`config.mk`:
```
export PLATFORM = sky130hd
export DESIGN_NAME = dcache_responder_flat
export DESIGN_NICKNAME = d
export VERILOG_FILES = /design/src/rtl/dcache_responder_if.sv /design/src/rtl/dcache_responder.sv /design/src/flat_wrapper.sv
export SDC_FILE = /design/constraint.sdc
export NUM_CORES = 1
export LEC_CHECK = 0
export ABC_CLOCK_PERIOD_IN_PS = 6400
export CELL_PAD_IN_SITES_DETAIL_PLACEMENT = 1
export CELL_PAD_IN_SITES_GLOBAL_PLACEMENT = 1
export CORE_MARGIN = 2
export CORE_UTILIZATION = 56
export CTS_BUF_LIST = sky130_fd_sc_hd__clkbuf_4 sky130_fd_sc_hd__clkbuf_8 sky130_fd_sc_hd__clkbuf_16
export CTS_CLUSTER_SIZE = 24
export DETAILED_ROUTE_END_ITERATION = 7
export DONT_BUFFER_PORTS = 1
export GPL_TIMING_DRIVEN = 0
export PLACE_DENSITY_LB_ADDON = 0.1
export SYNTH_ARGS = -nofsm -noshare
export SYNTH_HDL_FRONTEND = slang
export SYNTH_SLANG_ARGS = --single-unit
```
`constraint.sdc`:
```
create_clock -name iClk -period 6.4 [get_ports iClk]
set_input_delay 1.28 -clock iClk [delete_from_list [all_inputs] [get_ports iClk]]
set_output_delay 1.28 -clock iClk [all_outputs]
set_load 0.02 [all_outputs]
```
`src/rtl/dcache_responder_if.sv`:
```
// Memory-stage data port plus backing-memory req/ack channel of the data cache.
interface dcache_responder_if #(
    parameter int unsigned ADDR_W = 32
);
    // Pipeline side
    logic              iReqValid;
    logic              iWriteEn;
    logic [ADDR_W-1:0] iAddress;
    logic [31:0]       iWriteData;
    logic [3:0]        iByteEn;
    logic              iInvalidate;
    logic [31:0]       oReadData;
    logic              oStall;
    logic [31:0]       oHitCount;
    logic [31:0]       oMissCount;

    // Backing-memory side
    logic              oMemReq;
    logic              oMemWe;
    logic [ADDR_W-1:0] oMemAddr;
    logic [31:0]       oMemWData;
    logic [3:0]        oMemBe;
    logic              iMemAck;
    logic [31:0]       iMemRData;

    // Cache responder view
    modport slave (
        input  iReqValid, iWriteEn, iAddress, iWriteData, iByteEn, iInvalidate,
        input  iMemAck, iMemRData,
        output oReadData, oStall, oHitCount, oMissCount,
        output oMemReq, oMemWe, oMemAddr, oMemWData, oMemBe
    );

    // Pipeline/memory environment view
    modport master (
        output iReqValid, iWriteEn, iAddress, iWriteData, iByteEn, iInvalidate,
        output iMemAck, iMemRData,
        input  oReadData, oStall, oHitCount, oMissCount,
        input  oMemReq, oMemWe, oMemAddr, oMemWData, oMemBe
    );
endinterface

```
`src/rtl/dcache_responder.sv`:
```
// Direct-mapped, write-through, no-write-allocate data cache for the M stage.
// Load hits return data in the same cycle; misses and stores stall the
// pipeline until the backing memory acknowledges.
module dcache_responder #(
    parameter int unsigned LINES  = 16,
    parameter int unsigned ADDR_W = 32
) (
    input  logic              iClk,
    input  logic              iRstN,
    dcache_responder_if.slave bus
);
    localparam int unsigned IDX_W = $clog2(LINES);
    localparam int unsigned TAG_W = ADDR_W - 2 - IDX_W;

    typedef enum logic [1:0] {
        IDLE   = 2'd0,
        REFILL = 2'd1,
        WTHRU  = 2'd2,
        DONE   = 2'd3
    } state_t;

    state_t            state_q;
    logic [LINES-1:0]  valid_q;
    logic [TAG_W-1:0]  tag_q  [LINES];
    logic [31:0]       data_q [LINES];

    logic [ADDR_W-1:0] mem_addr_q;
    logic [31:0]       mem_wdata_q;
    logic [3:0]        mem_be_q;
    logic              mem_req_q;
    logic              mem_we_q;
    logic [31:0]       resp_q;
    logic [31:0]       hit_q;
    logic [31:0]       miss_q;

    logic [IDX_W-1:0]  req_idx_c;
    logic [TAG_W-1:0]  req_tag_c;
    logic              hit_c;
    logic              load_hit_c;
    logic [IDX_W-1:0]  lat_idx_c;
    logic [TAG_W-1:0]  lat_tag_c;
    logic              lat_hit_c;
    logic              stall_c;
    logic [31:0]       read_data_c;
    logic              unused_c;

    // Byte-lane merge of store data into an existing line
    function automatic logic [31:0] merge_bytes(input logic [31:0] old_d,
                                                input logic [31:0] new_d,
                                                input logic [3:0]  be);
        logic [31:0] res;
        for (int b = 0; b < 4; b++) begin
            res[8*b +: 8] = be[b] ? new_d[8*b +: 8] : old_d[8*b +: 8];
        end
        return res;
    endfunction

    // Lookup of the incoming request and of the latched request
    assign req_idx_c  = bus.iAddress[2 +: IDX_W];
    assign req_tag_c  = bus.iAddress[ADDR_W-1 -: TAG_W];
    assign hit_c      = valid_q[req_idx_c] && (tag_q[req_idx_c] == req_tag_c);
    assign load_hit_c = bus.iReqValid && !bus.iWriteEn && hit_c;
    assign lat_idx_c  = mem_addr_q[2 +: IDX_W];
    assign lat_tag_c  = mem_addr_q[ADDR_W-1 -: TAG_W];
    assign lat_hit_c  = valid_q[lat_idx_c] && (tag_q[lat_idx_c] == lat_tag_c);
    assign unused_c   = ^bus.iAddress[1:0];

    // Controller: state, memory channel, response register, valid bits, counters
    always_ff @(posedge iClk or negedge iRstN) begin
        if (!iRstN) begin
            state_q     <= IDLE;
            valid_q     <= '0;
            mem_req_q   <= 1'b0;
            mem_we_q    <= 1'b0;
            mem_be_q    <= 4'b0;
            mem_addr_q  <= '0;
            mem_wdata_q <= 32'h0;
            resp_q      <= 32'h0;
            hit_q       <= 32'h0;
            miss_q      <= 32'h0;
        end else begin
            case (state_q)
                IDLE: begin
                    if (bus.iReqValid) begin
                        if (bus.iWriteEn) begin
                            state_q     <= WTHRU;
                            mem_req_q   <= 1'b1;
                            mem_we_q    <= 1'b1;
                            mem_addr_q  <= {bus.iAddress[ADDR_W-1:2], 2'b00};
                            mem_wdata_q <= bus.iWriteData;
                            mem_be_q    <= bus.iByteEn;
                        end else if (hit_c) begin
                            hit_q <= hit_q + 32'd1;
                        end else begin
                            state_q    <= REFILL;
                            miss_q     <= miss_q + 32'd1;
                            mem_req_q  <= 1'b1;
                            mem_we_q   <= 1'b0;
                            mem_be_q   <= 4'b0;
                            mem_addr_q <= {bus.iAddress[ADDR_W-1:2], 2'b00};
                        end
                    end
                end
                REFILL: begin
                    if (bus.iMemAck) begin
                        valid_q[lat_idx_c] <= 1'b1;
                        resp_q             <= bus.iMemRData;
                        mem_req_q          <= 1'b0;
                        state_q            <= DONE;
                    end
                end
                WTHRU: begin
                    if (bus.iMemAck) begin
                        mem_req_q <= 1'b0;
                        mem_we_q  <= 1'b0;
                        mem_be_q  <= 4'b0;
                        state_q   <= DONE;
                    end
                end
                default: begin
                    state_q <= IDLE;
                end
            endcase
            // Invalidate overrides any valid bit set by a coincident refill
            if (bus.iInvalidate) begin
                valid_q <= '0;
            end
        end
    end

    // Line storage: refill on read ack, byte merge on write-through ack of a hit
    always_ff @(posedge iClk) begin
        if ((state_q == REFILL) && bus.iMemAck) begin
            data_q[lat_idx_c] <= bus.iMemRData;
            tag_q[lat_idx_c]  <= lat_tag_c;
        end else if ((state_q == WTHRU) && bus.iMemAck && lat_hit_c) begin
            data_q[lat_idx_c] <= merge_bytes(data_q[lat_idx_c], mem_wdata_q, mem_be_q);
        end
    end

    // Same-cycle stall and load-data path
    always_comb begin
        stall_c     = 1'b0;
        read_data_c = resp_q;
        case (state_q)
            IDLE: begin
                stall_c = bus.iReqValid && (bus.iWriteEn || !hit_c);
                if (load_hit_c) begin
                    read_data_c = data_q[req_idx_c];
                end
            end
            REFILL, WTHRU: stall_c = 1'b1;
            default: stall_c = 1'b0;
        endcase
        if (!iRstN) begin
            stall_c = 1'b0;
        end
    end

    assign bus.oStall     = stall_c;
    assign bus.oReadData  = read_data_c;
    assign bus.oMemReq    = mem_req_q;
    assign bus.oMemWe     = mem_we_q;
    assign bus.oMemAddr   = mem_addr_q;
    assign bus.oMemWData  = mem_wdata_q;
    assign bus.oMemBe     = mem_be_q;
    assign bus.oHitCount  = hit_q;
    assign bus.oMissCount = miss_q;

endmodule

```
`src/flat_wrapper.sv`:
```
// flat-port wrapper written by rule: the top's interface ports become plain ports
module dcache_responder_flat 
#(
    parameter int unsigned LINES  = 16,
    parameter int unsigned ADDR_W = 32
)
  (iClk, iRstN, bus_iReqValid, bus_iWriteEn, bus_iAddress, bus_iWriteData, bus_iByteEn, bus_iInvalidate, bus_iMemAck, bus_iMemRData, bus_oReadData, bus_oStall, bus_oHitCount, bus_oMissCount, bus_oMemReq, bus_oMemWe, bus_oMemAddr, bus_oMemWData, bus_oMemBe);
  dcache_responder_if #(.ADDR_W(ADDR_W)) bus_i ();
  input  logic iClk;
  input  logic iRstN;
  input wire logic [$bits(bus_i.iReqValid)-1:0] bus_iReqValid;
  input wire logic [$bits(bus_i.iWriteEn)-1:0] bus_iWriteEn;
  input wire logic [$bits(bus_i.iAddress)-1:0] bus_iAddress;
  input wire logic [$bits(bus_i.iWriteData)-1:0] bus_iWriteData;
  input wire logic [$bits(bus_i.iByteEn)-1:0] bus_iByteEn;
  input wire logic [$bits(bus_i.iInvalidate)-1:0] bus_iInvalidate;
  input wire logic [$bits(bus_i.iMemAck)-1:0] bus_iMemAck;
  input wire logic [$bits(bus_i.iMemRData)-1:0] bus_iMemRData;
  output wire logic [$bits(bus_i.oReadData)-1:0] bus_oReadData;
  output wire logic [$bits(bus_i.oStall)-1:0] bus_oStall;
  output wire logic [$bits(bus_i.oHitCount)-1:0] bus_oHitCount;
  output wire logic [$bits(bus_i.oMissCount)-1:0] bus_oMissCount;
  output wire logic [$bits(bus_i.oMemReq)-1:0] bus_oMemReq;
  output wire logic [$bits(bus_i.oMemWe)-1:0] bus_oMemWe;
  output wire logic [$bits(bus_i.oMemAddr)-1:0] bus_oMemAddr;
  output wire logic [$bits(bus_i.oMemWData)-1:0] bus_oMemWData;
  output wire logic [$bits(bus_i.oMemBe)-1:0] bus_oMemBe;
  assign bus_i.iReqValid = bus_iReqValid;
  assign bus_i.iWriteEn = bus_iWriteEn;
  assign bus_i.iAddress = bus_iAddress;
  assign bus_i.iWriteData = bus_iWriteData;
  assign bus_i.iByteEn = bus_iByteEn;
  assign bus_i.iInvalidate = bus_iInvalidate;
  assign bus_i.iMemAck = bus_iMemAck;
  assign bus_i.iMemRData = bus_iMemRData;
  assign bus_oReadData = bus_i.oReadData;
  assign bus_oStall = bus_i.oStall;
  assign bus_oHitCount = bus_i.oHitCount;
  assign bus_oMissCount = bus_i.oMissCount;
  assign bus_oMemReq = bus_i.oMemReq;
  assign bus_oMemWe = bus_i.oMemWe;
  assign bus_oMemAddr = bus_i.oMemAddr;
  assign bus_oMemWData = bus_i.oMemWData;
  assign bus_oMemBe = bus_i.oMemBe;
  dcache_responder #(.LINES(LINES), .ADDR_W(ADDR_W)) u_core (.iClk(iClk), .iRstN(iRstN), .bus(bus_i));
endmodule
```
* After elaboration in Yosys (flattened, before gate mapping) *
Memory sizes are Yosys's and may differ from the RTL's.
Cells that the tools add are included.

operators by class
  bitwise gates (word level) = 7
  $lt $le $gt $ge = 3
  reductions and logical operators = 31
  $add $sub $neg = 2
  eq/ne operators = 13
  muxes and demuxes = 47

operators with widths
  cell                                                                          number
  32-bit two-way mux                                                            4
  32-bit by 1-bit adder with 32-bit output, second input constant               2
  8-bit two-way mux                                                             8
  26-bit == test                                                                2
  16-bit two-way mux                                                            3
  1-bit two-way mux                                                             16
  4-bit two-way mux                                                             4
  16-bit OR                                                                     1
  4-bit AND reduction                                                           4
  2-bit AND reduction                                                           6
  4-bit by 5-bit less-than comparator with 1-bit output, second input constant  2
  1-bit logical AND                                                             9
  3-bit AND reduction                                                           3
  1-bit binary-select mux with 4-bit select                                     2
  2-bit two-way mux                                                             4
  4-bit case mux with 2 select lines                                            1
  2-bit nonzero test                                                            4
  2-bit != test, second input constant                                          3
  1-bit case mux with 2 select lines                                            3
  1-bit demux with 4-bit select                                                 1
  4-bit by 1-bit >= comparator with 1-bit output, second input constant         1
  1-bit != test, second input constant                                          4
  1-bit OR                                                                      4
  2-bit case mux with 2 select lines                                            1
  9 further kinds                                                               11

storage, ports and cells
  bits of input ports = 106
  memories kept = 2
  logic and storage cells = 115
  register bits after elaboration = 184
  memory bits (writable) = 928

memory list
  name           words  width  rd ports  clocked after Yosys merged registers in  wr ports  RTL line                text
  u_core.data_q  16     32     1         0                                        1         dcache_responder.sv:25  logic [31:0] data_q [LINES];
  u_core.tag_q   16     26     2         0                                        1         dcache_responder.sv:24  logic [TAG_W-1:0] tag_q [LINES];

* Logic depth before layout (Yosys ltp) *
Gate-level depths: netlist of run 1.

  depth in word-level cells = 9
  depth in mapped cells = 15

* Worst setup path after synthesis of run 1 *
No wires, ideal clock.

  path kind = in2out
  start = input port bus_iAddress[2]
  end = output port bus_oReadData[10]
  path buffers = 7
  slack = 864 ps
  cell stages on the path = 10
  arrival time = 4256 ps
  required time = 5120 ps
  path through = buf_6 -> buf_6 -> buf_8 -> buf_4 -> buf_4 -> clkbuf_1 -> buf_1 -> mux4_2 -> mux4_2 -> mux2_2

between the ends
  word-level cells in the longest chain between the ends = 6
  elaborated cells on any way between the ends = 9

RTL lines
  element                                                                          RTL line                 text
  from (decl)                                                                      flat_wrapper.sv:13       input wire logic [$bits(bus_i.iAddress)-1:0] bus_iAddress;
  memory 16 x 26 bit or 1-bit binary-select mux with 4-bit select (tied branches)  --
  26-bit == test or 1-bit two-way mux (tied branches)                              dcache_responder.sv:61   assign hit_c = valid_q[req_idx_c] && (tag_q[req_idx_c] == req_tag_c);
  1-bit logical AND                                                                dcache_responder.sv:61
  1-bit logical AND                                                                dcache_responder.sv:62   assign load_hit_c = bus.iReqValid && !bus.iWriteEn && hit_c;
  32-bit two-way mux (*)                                                           dcache_responder.sv:148  if (load_hit_c) begin
  32-bit two-way mux (*)                                                           dcache_responder.sv:145  case (state_q)
  to (decl)                                                                        flat_wrapper.sv:19       output wire logic [$bits(bus_i.oReadData)-1:0] bus_oReadData;

Mark *: on every way between the ends. The rest lies on a longest branch, timed or not. The select of a mux whose other input is x is not followed.

* Worst setup path in the final report of run 1 *
  start = register u_core.mem_addr_q[3] (netlist: u_core.bus.oMemAddr[3])
  end = memory u_core.data_q[10][28], enable pin

between the ends
  word-level cells in the longest chain between the ends = 9
  elaborated cells on any way between the ends = 11

RTL lines
  element                                                                          RTL line                 text
  from (decl)                                                                      dcache_responder.sv:27   logic [ADDR_W-1:0] mem_addr_q;
  from (signal assigned)                                                           dcache_responder.sv:89   mem_addr_q <= {bus.iAddress[ADDR_W-1:2], 2'b00};
  from (signal assigned)                                                           dcache_responder.sv:100  mem_addr_q <= {bus.iAddress[ADDR_W-1:2], 2'b00};
  memory 16 x 26 bit or 1-bit binary-select mux with 4-bit select (tied branches)  --
  26-bit == test or 1-bit two-way mux (tied branches)                              dcache_responder.sv:65   assign lat_hit_c = valid_q[lat_idx_c] && (tag_q[lat_idx_c] == lat_tag_c);
  1-bit logical AND                                                                dcache_responder.sv:65
  1-bit logical AND                                                                dcache_responder.sv:136  end else if ((state_q == WTHRU) && bus.iMemAck && lat_hit_c) begin
  1-bit two-way mux                                                                dcache_responder.sv:136
  1-bit two-way mux                                                                dcache_responder.sv:133  if ((state_q == REFILL) && bus.iMemAck) begin
  1-bit two-way mux (implied by the code)                                          dcache_responder.sv:137  data_q[lat_idx_c] <= merge_bytes(data_q[lat_idx_c], mem_wdata_q, mem_be_q);
  2-bit AND reduction (no line)                                                    --
  1-bit OR (no line)                                                               --
  to (decl)                                                                        dcache_responder.sv:25

Parallel ways exist; a longest one is shown, timed or not. The select of a mux whose other input is x is not followed.

==> results.md, run 1 <==
* Status: finished, final reports clean
* Post-synthesis cell type with the largest combined area: edfxtp_1
* Xor-xnor portion of the synthesized cell area at 2.10%
* Tightest Pin Transition at 1.46 ns
* Via count at 27,512
* Hold Vio Cnt, Final at 0
* DP HPWL at 99,200 um
* TritonCTS Buffers at 114
* Overflow after GRT at 0
* Synth unique cells at 69
* Most frequent CP cell: buf_2
* Fmax at 157 MHz
* Hold_buf cts at 0
* Final worst path period share at 99.8%
* Share of cells above drive strength 1 at 33.7%
* # rows at 107
* Top Layer Used: met5
* Pwr per Cell Area at 391 mW/mm2
* Routed WL per cell at 37.8 um
* H-tree Lvls at 3
* Met1 wire length at 56,600 um
* Routability congestion estimate from global placement at 0.883
* Seq. cell area at 0.0324 mm2
* Final WL at 147,000 um
* Clock skew at 0.0477 ns
* Hold Crit Class: in2async
* Reg clk slew, reported paths at 0.06 ns
* Quantity of I/O buffers inserted on ports at 0
* Synth Area in Simple Gates at 3.72%
* Endpoint class of the critical path: register
* Sw Share at 30.8%
* Post-synth top cells: edfxtp_1 (928), mux4_2 (370), dfrtp_1 (182)
* Pleak at 18.6 nW
* Clk buf depth at 3
* Initial antenna violation count at 6
* Tmin final at 6.39 ns
* Met3 WL at 16,600 um
* Number of global-route vias before repair at 28,928
* Gate count of the mapped netlist at 2,512
* Placed Instances at 3,676
* Top-count cell post-synth: edfxtp_1
* RSZ-0062 raised after global routing: yes
* CP bufs+invs at 4
* CTS root buffer: clkbuf_16
* Flop pwr share at 46.5%
* Worst-skew pair later-pin latency at 0.73 ns
* Post-synth ARST share at 16.4%
* Global Route Usage Sum at 33.5%
* Final #Nets at 2,764
* Max VDD drop at 0.000274 V
* Syn-to-layout area delta at 12.9%
* Synth top area share at 57.6%
* Core Util, Final at 64.0%
* Critical path arrival at 6.73 ns
* Synthesis-stage register bit count at 1,110
* Crit path largest cell delay at 0.82 ns
* Multi-input combinational cell area at 0.0154 mm2
* Worst setup SP type: register
* Internal at 14.8 mW
* Pre-antenna DRT Iters at 5
* Switching power total at 6.58 mW
* DRT iter0 DRCs at 3,445
* Layout Cells excl Fill at 3,899
* Worst r2r src: u_core.bus.oMemAddr[3]$_DFFE_PN0P_
* I/O Pins at 273
* Worst hold margin at 0.247 ns
* Critical path required time at 6.74 ns
* Average cell area after synthesis at 19.3 um2
* Max-Cap Viols at 0
* Clk sinks at 1,110
* DRC violation count after routing at 0
* CTS tree: built
* Post-synth top flop: edfxtp_1
* EDFF count, synth at 928
* Final max-slew violation count at 0
* Post-Synth Adder-Cell Area at 0.155%
* Final setup fails at 0
* Synth warn at 0
* Crit Path Class: reg2reg
* Initial core utilization at 56.7%
* Antenna violation net count after detailed routing at 0
* Slowest cell on crit path: clkbuf_1
* Reg2reg end: u_core.data_q[10][28]$_DFFE_PP_
* Largest net degree at the start of global routing at 184
* Clk pwr share at 32.6%
* Synth Area in Compound Gates at 1.91%
* Mapped Area at 0.0484 mm2
* CORE AREA at 0.0854 mm2
* Register-to-register setup slack at 0.01 ns
* Register area share after synthesis at 67.0%
* Pre-CTS setup slack at -1.05 ns
* Cell Chain, Critical Path: buf_2, clkbuf_1, mux4_2, mux4_2, xnor2_1, nand4_1, nor4_4, nand3_2, buf_2, buf_2, a21oi_2
* Slew margin rel. at 2.40%
* Crit path max-delay family: buffers and inverters
* Crit path depth at 11
* Final worst slack at 0.0121 ns
* Worst-path maximum fanout at 10
* Largest family of logic cells by synthesized area: multiplexers
* Met2 WL post-DR at 68,200 um
* Logic gate share of total power at 20.9%
* Filler Cell Count at 7,047
* First-pass GRT wire length at 212,000 um
* Vias/cell at 7.06
* Multiplexer share of the synthesized area at 23.3%
* Die height at 298 um
* Synth top area cells: edfxtp_1 (58%), mux4_2 (17%), dfrtp_1 (9.4%)
* Die Wd at 298 um
* Die ar. at 0.0888 mm2
* R2R cell count at 11
registers in the layout, summed over array words and instances, names as in the netlist:
register,count
u_core.bus.oHitCount,32
u_core.bus.oMemAddr,30
u_core.bus.oMemBe,4
u_core.bus.oMemReq,1
u_core.bus.oMemWData,32
u_core.bus.oMemWe,1
u_core.bus.oMissCount,32
u_core.data_q,512
u_core.resp_q,32
u_core.state_q,2
u_core.tag_q,416
u_core.valid_q,16
worst reg2reg max path, cell delays in order, from the launching register on:
cell	delay [ns]
dfrtp_1	0.59
buf_2	0.27
clkbuf_1	0.82
mux4_2	0.42
mux4_2	0.49
xnor2_1	0.43
nand4_1	0.22
nor4_4	0.75
nand3_2	0.60
buf_2	0.45
buf_2	0.29
a21oi_2	0.69
power groups by stage:
| stage | combinational (mW) | clock [mW] | sequential, mW |
|---|---|---|---|
| 6_report | 4.47 | 6.97 | 9.94 |
| 5_1_grt | 4.62 | 7.23 | 10.0 |
| 4_1_cts | 4.41 | 6.98 | 9.93 |
| 3_5_place_dp | 4.36 | 0 | 10.1 |
| 3_3_place_gp | 4.20 | 0 | 9.99 |
| 2_1_floorplan | 3.02 | 0 | 9.69 |
area by class of cell:
type	instances	share of cell area, %
plain buffers	158	1.71
repair buffers	23	0.792
well taps	1144	2.62
multi-input cells	1232	28.2
inverters	13	0.0892
flip-flops and latches	1110	59.3
clock inverters	55	1.07
diodes	1	0.00458
clock buffers	163	6.20
worst max path at each step:
stage                                      endpoint                                from  slack (ns)
detailed placement                 bus_oReadData[3]                     bus_iAddress[5]       -1.05
global placement    u_core.data_q[15][24]$_DFFE_PP_  u_core.bus.oMemAddr[5]$_DFFE_PN0P_       -1.11
global route          u_core.data_q[9][7]$_DFFE_PP_  u_core.bus.oMemAddr[3]$_DFFE_PN0P_       -0.05
floorplan                         bus_oReadData[10]                     bus_iAddress[2]        0.86
CTS                 u_core.data_q[15][10]$_DFFE_PP_  u_core.bus.oMemAddr[3]$_DFFE_PN0P_      0.0009
finish              u_core.data_q[10][28]$_DFFE_PP_  u_core.bus.oMemAddr[3]$_DFFE_PN0P_        0.01
layout by cell type (no fill, tap or decap), types with 14 or more instances in the layout:
cell and instances:
clkbuf_1 53, mux2_2 133, edfxtp_1 928, a21oi_1 33, clkbuf_16 115, xor2_1 64
mux4_2 370, clkbuf_4 27, nor2_4 16, and3_1 22, nor4_1 21, buf_6 14
nand4_1 28, dfrtp_1 182, nor2_1 55, clkbuf_8 24, mux2i_1 101, a22oi_1 23
nor3_1 40, buf_2 39, clkinv_2 19, mux2_4 28, nand2_1 52, buf_4 28
clkinv_1 14, a21oi_2 34, xnor2_1 48, nand3_1 43
repair_timing:
action                                  CTS  global route
resized for setup                        53            47
buffers inserted                          2             2
endpoints found under the setup margin  545           451
pin swaps                                 2             2
cells by family after synthesis:
family | Yosys count
and+or+nand+nor | 334
AOI/OAI and AO/OA | 140
adders and majority gates | 6
xor gates and xnor gates | 116
other | 1
DFF | 1110
buffers and inverters | 171
muxes | 634
through the flow:
stage / cell area [um2] / setup TNS, ns / power (mW)
floorplan: 48400 / 0 / 12.7
global placement: 49900 / -637.63 / 14.2
detailed placement: 50400 / -185.47 / 14.4
CTS: 54500 / 0 / 21.3
global route: 54700 / -1.30 / 21.9
finish: 54700 / 0 / 21.4
metal layers:
| layer | vias to the layer above | track usage, % |
|---|---|---|
| met1 | 14757 | 46.4 |
| li1 | 10608 | - |
| met4 | 6 | 12.3 |
| met3 | 362 | 10.2 |
| met5 | - | 0 |
| met2 | 1779 | 50.9 |
(Power assumes the default switching activity.)
==> inputs of run 2 (changes only) <==
Settings changed: SKIP_LAST_GASP set to 1.
==> results of run 2 <==
No change in the layout: final DEF, timing and power equal those of run 1.
==> inputs of run 3 (changes only) <==
Settings changed: CORE_ASPECT_RATIO set to 1.2, MAX_ROUTING_LAYER set to met4.
==> run 3 against run 2 <==
Compared with the run above:
- first-iteration DRC count is 8.1% lower
- non-clock buffer count is 3 lower
- final cell count is 0.28% lower
- critical path type unchanged
==> results.md, run 3 (same netlist as run 1, synthesis figures left out) <==
* Most frequent CP cell: buf_2
* Register-to-register setup slack at 0.004 ns
* Endpoint class of the critical path: register
* Via count at 27,033
* First-pass GRT wire length at 210,000 um
* Number of global-route vias before repair at 29,031
* # rows at 118
* Share of cells above drive strength 1 at 34.2%
* Overflow after GRT at 0
* Clk pwr share at 33.0%
* Max-Cap Viols at 0
* Die Wd at 272 um
* Flop pwr share at 46.5%
* Slew margin rel. at 9.33%
* Largest net degree at the start of global routing at 184
* Switching power total at 6.46 mW
* Pleak at 18.6 nW
* RSZ-0062 raised after global routing: yes
* Initial antenna violation count at 4
* Status: finished, final reports clean
* Placed instance area at 0.0503 mm2
* Reg clk slew, reported paths at 0.06 ns
* Final WL at 146,000 um
* Vias/cell at 6.95
* Fin area at 0.0548 mm2
* CTS tree: built
* CORE AREA at 0.0859 mm2
* Crit Path Class: reg2reg
* CP bufs+invs at 4
* DRC violation count after routing at 0
* Die ar. at 0.0888 mm2
* Clock skew at 0.0269 ns
* Hold Vio Cnt, Final at 0
* Clk buf depth at 3
* Slowest cell on crit path: a21oi_1
* Clk sinks at 1,110
* Die height at 326 um
* Initial core utilization at 56.3%
* Internal at 14.9 mW
* Quantity of I/O buffers inserted on ports at 0
* Critical path arrival at 6.69 ns
* Syn-to-layout area delta at 13.1%
* Worst setup SP type: register
* Pre-antenna DRT Iters at 7
* TritonCTS Buffers at 111
* Largest regs: u_core.data_q: 512 flops, u_core.tag_q: 416 flops
* Most frequent cells in the layout: edfxtp_1 (928), mux4_2 (370), dfrtp_1 (182), mux2_2 (133), clkbuf_16 (114)
* Pwr per Cell Area at 390 mW/mm2
* Max VDD drop at 0.000290 V
* Critical path required time at 6.69 ns
* Crit path max-delay family: buffers and inverters
* Routability congestion estimate from global placement at 0.936
* Sw Share at 30.2%
* Final worst path period share at 99.9%
* Antenna violation net count after detailed routing at 0
* I/O Pins at 273
* Logic gate share of total power at 20.5%
* H-tree Lvls at 3
* DRT iter0 DRCs at 3,167
* Worst-path maximum fanout at 10
* Routed WL per cell at 37.6 um
* Final setup TNS at 0 ns
* Hold_buf cts at 0
* DP HPWL at 99,000 um
* Global Route Usage Sum at 34.5%
* CTS root buffer: clkbuf_16
* Filler Cell Count at 7,198
* Most common cell after layout, fill and taps aside: edfxtp_1
* Largest register FFs at 512
* Crit path largest cell delay at 1.01 ns
* Tightest Pin Transition at 1.36 ns
* Reg with most FFs: u_core.data_q
* Tmin final at 6.40 ns
* Final #Nets at 2,758
* Final setup fails at 0
* Cell Chain, Critical Path: buf_2, clkbuf_1, buf_2, mux4_2, nor2_1, a2111oi_4, nand4_1, nor4_4, nand3_2, buf_2, a21oi_1
* Hold Crit Class: in2async
* Fmax at 156 MHz
* Final max-slew violation count at 0
* Worst-skew pair later-pin latency at 0.71 ns
-- run 3: per-stage QoR --
stage / hold WS (ns) / power, mW / setup WS [ns] / instances / util [%]
2_1_floorplan: 0.474 / 12.7 / 0.864 / 2513 / -
3_3_place_gp: 0.481 / 14.1 / -1.97 / 3653 / 58.0
3_5_place_dp: 0.489 / 14.4 / -1.13 / 3669 / 58.6
4_1_cts: 0.256 / 21.4 / 0.00394 / 3885 / 63.6
5_1_grt: 0.265 / 21.9 / -0.0762 / 3887 / 63.8
6_report: 0.291 / 21.4 / 0.00359 / 3888 / 63.8
-- run 3: timing repair --
item,in CTS,in global routing
pin swaps,3,0
gates resized for setup,90,21
endpoints found under the setup margin,545,142
setup buffers,5,0
-- run 3: worst register-to-register path, delay by kind of cell, from the launching register on --
family	cells	cell delay, ns
compound gates	2	1.67
buf+inv	4	1.79
flops	1	0.64
mux	1	0.27
simple gates	4	1.63
-- run 3: layer usage --
layer / vias up / share of wire [%] / global-route usage [%]
met5: - / 0 / -
met4: 0 / 5.0 / 15.1
met3: 360 / 7.5 / 6.02
met2: 1499 / 52 / 57.8
met1: 14566 / 35 / 41.4
li1: 10608 / - / -
-- run 3: layout make-up --
type / instances / area, um2 / area share [%]
clock inverters: 50 / 658 / 1.20
well taps: 1140 / 1430 / 2.60
diodes: 3 / 7.51 / 0.0137
clock buffers: 162 / 3330 / 6.07
flip-flops and latches: 1110 / 32400 / 59.2
multi-input cells: 1232 / 15600 / 28.4
plain buffers: 157 / 927 / 1.69
inverters: 13 / 48.8 / 0.0891
repair buffers: 21 / 408 / 0.745
-- run 3: worst paths after layout --
kind | startpoint | to | cells after the start
max | u_core.bus.oMemAddr[3]$_DFFE_PN0P_ | u_core.data_q[0][10]$_DFFE_PP_ | 11
min | iRstN | u_core.bus.oMissCount[22]$_DFFE_PN0P_ | 0
max reg2reg | u_core.bus.oMemAddr[3]$_DFFE_PN0P_ | u_core.data_q[0][10]$_DFFE_PP_ | 11
min reg2reg | u_core.resp_q[23]$_DFFE_PN0P_ | u_core.resp_q[23]$_DFFE_PN0P_ | 1
max in group asynchronous | iRstN | u_core.resp_q[18]$_DFFE_PN0P_ | 0
min in group iClk | u_core.resp_q[23]$_DFFE_PN0P_ | u_core.resp_q[23]$_DFFE_PN0P_ | 1
-- run 3: power groups by stage --
stage / Combinational, mW / Sequential [mW] / Clock (mW)
after floorplan: 3.02 / 9.69 / 0
after global placement: 4.11 / 10.0 / 0
after detailed placement: 4.28 / 10.1 / 0
after CTS: 4.36 / 9.93 / 7.08
after global routing: 4.56 / 10.0 / 7.32
final: 4.39 / 9.93 / 7.05
==> RTL edit 1, RTL diff (config.mk and constraints of run 3) <==
Reset style: synchronous (`iRstN`), changed in one clocked block.
--- a/src/rtl/dcache_responder.sv
+++ b/src/rtl/dcache_responder.sv
@@ -68,3 +68,3 @@
     // Controller: state, memory channel, response register, valid bits, counters
-    always_ff @(posedge iClk or negedge iRstN) begin
+    always_ff @(posedge iClk) begin
         if (!iRstN) begin
Check against the original RTL: not equivalent (Yosys sat finds a counterexample within 4 cycles, from zero or initial values and one cycle with iRstN low; the reset may be asserted at any time).
==> RTL edit 1 against run 3 <==
The flow now finishes with violations (negative setup slack). Fmax is 1.8% lower. Sequential cell count rose by 4. Area after synthesis is essentially flat. Setup slack lost 120 ps. Die area about the same. First-iteration DRC count grew 9.5%. Final area about the same. Wire length grew 7.6%.
Power is not compared: it rests on default switching activity, and its combinational part moved more than twofold at a synthesized area within 25%.
==> RTL edit 1: results (changes against run 3) <==
| Metric | Value |
|---|---|
| Vias in the first global route | 31,000 (+6.8%) |
| Crit path to | bus_oStall |
| Reg2reg path depth | 13 (+2) |
| Routed WL | 157,000 um (+7.6%) |
| Total negative setup slack | -1060 ps (-1060 ps) |
| Endpoints failing setup | 45 (+45) |
| Vias/cell | 7.03 (+1.1%) |
| CP max stage cell | mux4_2 |
| # resized after CTS | 104 (+16%) |
| Worst r2r dst | u_core.data_q[10][25] |
| Commonest cells post-synth | edfxtp_1, mux4_2, nand2_1, dfxtp_1, a21oi_1 |
| Share of cells above drive strength 1 | 0.278 (-0.0636) |
| Ys async rst share | 0 (-0.164) |
| Largest net degree at the start of global routing | 20 (-89%) |
| CP max stage delay | 530 ps (-480 ps) |
| Synth cell types | 66 (-4.3%) |
| Actual slew at the worst max-slew pin | 1470 ps (+109 ps) |
| Violated checks | negative setup slack |
| Syn_area_per_cell | 17.2 um2 (-11%) |
| Global-route wire length before repair | 225,000 um (+6.9%) |
| Number of DRC markers in iteration 0 | 3,468 (+9.5%) |
| CP startpoint | bus_iAddress[2] |
| HP Class | flop to flop |
| Iteration count of the initial detailed-routing pass | 6 (-1) |
| HPWL Detailed | 109,000 um (+10%) |
| CP Data Arrival Time | 5240 ps (-1450 ps) |
| Buffer count from post-CTS setup fixing | 6 (+1) |
| Post-route worst setup slack | -117 ps (-120 ps) |
| Synth area leaders | edfxtp_1, mux4_2, dfxtp_1, mux2i_1, nand2_1 |
| Outcome | finished with violations |
| Final net count | 3,060 (+11%) |
| Filler cells | 7,375 (+2.5%) |
-- RTL edit 1: cells by family (layout without fill, tap and decap cells) --
group,count (synthesis),after routing,share of synthesized area
buf+inv,215,448,0.0210
other cells,1,8,0.0000775
simple gates,534,534,0.0537
mux,587,587,0.221
flops,1114,1114,0.653
compound gates,293,293,0.0395
xor+xnor,61,61,0.0110
fa+ha+maj,6,6,0.00155
-- RTL edit 1: stage by stage --
stage	setup WS (ps)	util	instance area (um2)
after CTS	-17.0	0.637	54700
final	-117	0.638	54800
after global routing	-180	0.638	54800
after floorplan	915	-	48400
after detailed placement	-1150	0.586	50400
after global placement	-1170	0.580	49800
-- RTL edit 1: area by class of cell --
| type | count | area share |
|---|---|---|
| clock inverters | 62 | 0.0140 |
| well taps | 1140 | 0.0260 |
| plain buffers | 195 | 0.0203 |
| repair buffers | 25 | 0.00808 |
| clock buffers | 148 | 0.0584 |
| inverters | 18 | 0.00128 |
| diodes | 6 | 0.000274 |
| flip-flops and latches | 1114 | 0.577 |
| multi-input cells | 1483 | 0.295 |
-- RTL edit 1: worst register-to-register path: stages (launching register included) --
cell	delay (ps)
dfxtp_1	350
buf_2	200
clkbuf_1	830
clkbuf_2	610
mux2i_1	300
mux2i_1	130
xor2_1	230
nor4_1	500
nand4_1	360
nor4_4	770
nand2_2	340
buf_2	300
buf_2	230
a21oi_1	910
-- RTL edit 1: per-layer routing --
| metal | GRT usage | part of all wire | vias up |
|---|---|---|---|
| li1 | - | - | 11700 |
| met1 | 0.425 | 0.34 | 15600 |
| met2 | 0.610 | 0.51 | 1771 |
| met3 | 0.0773 | 0.089 | 458 |
| met4 | 0.194 | 0.058 | 0 |
| met5 | - | 0 | - |
-- RTL edit 1: power by group --
part	switching, uW	internal (uW)	total [uW]
sequential	337	8120	8460
clock	2900	4170	7070
combinational	1360	809	2160
==> RTL edit 2, RTL diff (config.mk and constraints of run 3) <==
Without the edit above. `ADDR_W` is set to 32 in 3 places; all go to 64.
--- a/src/rtl/dcache_responder_if.sv
+++ b/src/rtl/dcache_responder_if.sv
@@ -2,3 +2,3 @@
 interface dcache_responder_if #(
-    parameter int unsigned ADDR_W = 32
+    parameter int unsigned ADDR_W = 64
 );
--- a/src/rtl/dcache_responder.sv
+++ b/src/rtl/dcache_responder.sv
@@ -5,3 +5,3 @@
     parameter int unsigned LINES  = 16,
-    parameter int unsigned ADDR_W = 32
+    parameter int unsigned ADDR_W = 64
 ) (
--- a/src/flat_wrapper.sv
+++ b/src/flat_wrapper.sv
@@ -4,3 +4,3 @@
     parameter int unsigned LINES  = 16,
-    parameter int unsigned ADDR_W = 32
+    parameter int unsigned ADDR_W = 64
 )
Interface: changed (resized bus_iAddress and bus_oMemAddr); port bits go from 273 to 337. No check against the original RTL was run, so the function may have changed too.
==> RTL edit 2 against run 3 <==
The flow now finishes with violations (negative setup slack). Setup slack lost 370 ps. Worst hold slack lost 140 ps. Final area grew 56%. Area after synthesis grew 52%. Combinational power grew 99%. Sequential cell count grew 544. Power grew 60%. Clock skew grew 6.4 ps. Fmax shrank 5.4%. Cell count grew 53%. Count of clock-buffer cells in the layout grew 61. Wire length grew 93%. Clock power grew 43%. Largest cell class unchanged.
==> RTL edit 2: results (changes against run 3) <==
| Metric | Value |
|---|---|
| Outcome | finished with violations |
| Violated checks | negative setup slack |
| Rel. slew slack | 0.0299 (-0.0634) |
| Inst Count DP | 5,556 (+51%) |
| CP max stage cell | or4_4 |
| Final net count | 4,251 (+54%) |
| CP Data Arrival Time | 5480 ps (-1210 ps) |
| Vias in the first global route | 45,800 (+58%) |
| Number of DRC markers in iteration 0 | 6,733 (+110%) |
| R2r setup slk | -210 ps (-210 ps) |
| HP Class | input pin to asynchronous set/reset pin |
| Post-synthesis mux area share | 0.247 (+0.0131) |
| Clk pin slew, worst setup/hold paths | 60 ps (about the same) |
| Synth area leaders | edfxtp_1, mux4_2, dfrtp_1, mux2_2, mux2i_1 |
| Iteration count of the initial detailed-routing pass | 6 (-1) |
| Synth cell types | 71 (+2.9%) |
| Filler cells | 10,500 (+46%) |
| Skew final | 33.3 ps (+6.41 ps) |
| Adder-Cell Fraction of Synth Area | 0.00102 (-0.000530) |
| Post-Synth XOR/XNOR Area | 0.0181 (-0.00289) |
| Total CTS buffers | 164 (+48%) |
| Drt wl/cell | 47.4 um (+26%) |
| Synth Area in Compound Gates | 0.0225 (+0.00335) |
| Worst vdd ir | 326 uV (+12%) |
| Global-route wire length before repair | 381,000 um (+81%) |
| Initial antenna violation count | 14 (+10) |
| Commonest cells post-synth | edfxtp_1, mux4_2, dfrtp_1, mux2_2, mux2i_1 |
| CP max stage delay | 490 ps (-520 ps) |
| Largest net degree at the start of global routing | 216 (+17%) |
| Max FFs per register | 928 (+81%) |
| Post-DP Area | 77,100 um2 (+53%) |
| Endpoints failing setup | 424 (+424) |
| Ys async rst share | 0.129 (-0.0346) |
| Static leakage | 0.0287 uW (+55%) |
| Synth Instances | 3,807 (+52%) |
| RePlAce Congestion | 1.02 (+9.2%) |
| Post-route worst setup slack | -362 ps (-366 ps) |
| Hold WS | 154 ps (-136 ps) |
| GRT Total Usage | 0.434 (+0.0891) |
| Worst r2r dst | u_core.data_q[6][9] |
| Routed WL | 282,000 um (+93%) |
| Clk Latency, worst-skew pair | 840 ps (+130 ps) |
| Reg2reg path depth | 15 (+4) |
| Register area share after synthesis | 0.660 (-0.00921) |
| FF+latch area | 48,600 um2 (+50%) |
| Top reg by flops | u_core.tag_q |
| Vias post-DR | 45,300 (+67%) |
| Total negative setup slack | -54,390 ps (-54,390 ps) |
| Post-synth EDFFs | 1,440 (+55%) |
[RTL edit 2: cell types whose count changed after synthesis, moves of 30 or more]
cell	delta
nor2_1	+85
buf_2	+39
a21oi_1	-40
a22oi_1	+31
mux2_2	+78
mux4_2	+245
mux2i_1	+89
nand2_1	+30
dfrtp_1	+32
edfxtp_1	+512
[RTL edit 2: layer usage]
metal / global-route usage / vias to the layer above / part of all wire
li1: - / 16500 / -
met1: 0.492 / 23800 / 0.32
met2: 0.654 / 3771 / 0.47
met3: 0.135 / 1188 / 0.12
met4: 0.318 / 0 / 0.093
met5: - / - / 0
[RTL edit 2: timing repair]
| action | CTS | global route |
|---|---|---|
| setup endpoints to repair | 1190 | 545 |
| endpoints found under the hold margin | 0 | 0 |
| setup buffers | 39 | 40 |
| cloned | 1 | 0 |
| gates resized for setup | 387 | 145 |
| pin swaps | 25 | 33 |
[RTL edit 2: where the power goes]
| group | total (uW) | switching [uW] | internal [uW] |
|---|---|---|---|
| clock network | 10100 | 4340 | 5790 |
| logic | 8740 | 5170 | 3580 |
| registers | 15400 | 2000 | 13400 |
[RTL edit 2: area by class of cell]
type	count	area share
sequential	1654	0.569
multi-input combinational	1888	0.288
clock buffer	223	0.0551
buffer	234	0.0264
tap	1690	0.0248
timing repair buffer	138	0.0244
clock inverter	84	0.0102
inverter	27	0.00135
antenna	24	0.000703
[RTL edit 2: how the worst max path moves through the flow]
stage	start	slack [ps]	cells after the start	endpoint
floorplan	bus_iAddress[2]	510	11	bus_oReadData[22]
global placement	u_core.bus.oMemAddr[4]	-5310	7	u_core.tag_q[5][38]
detailed placement	bus_iAddress[5]	-3700	15	bus_oStall
CTS	bus_iAddress[3]	-270	16	bus_oReadData[2]
global route	bus_iAddress[3]	-240	16	bus_oReadData[2]
finish	bus_iAddress[3]	-360	16	bus_oReadData[2]
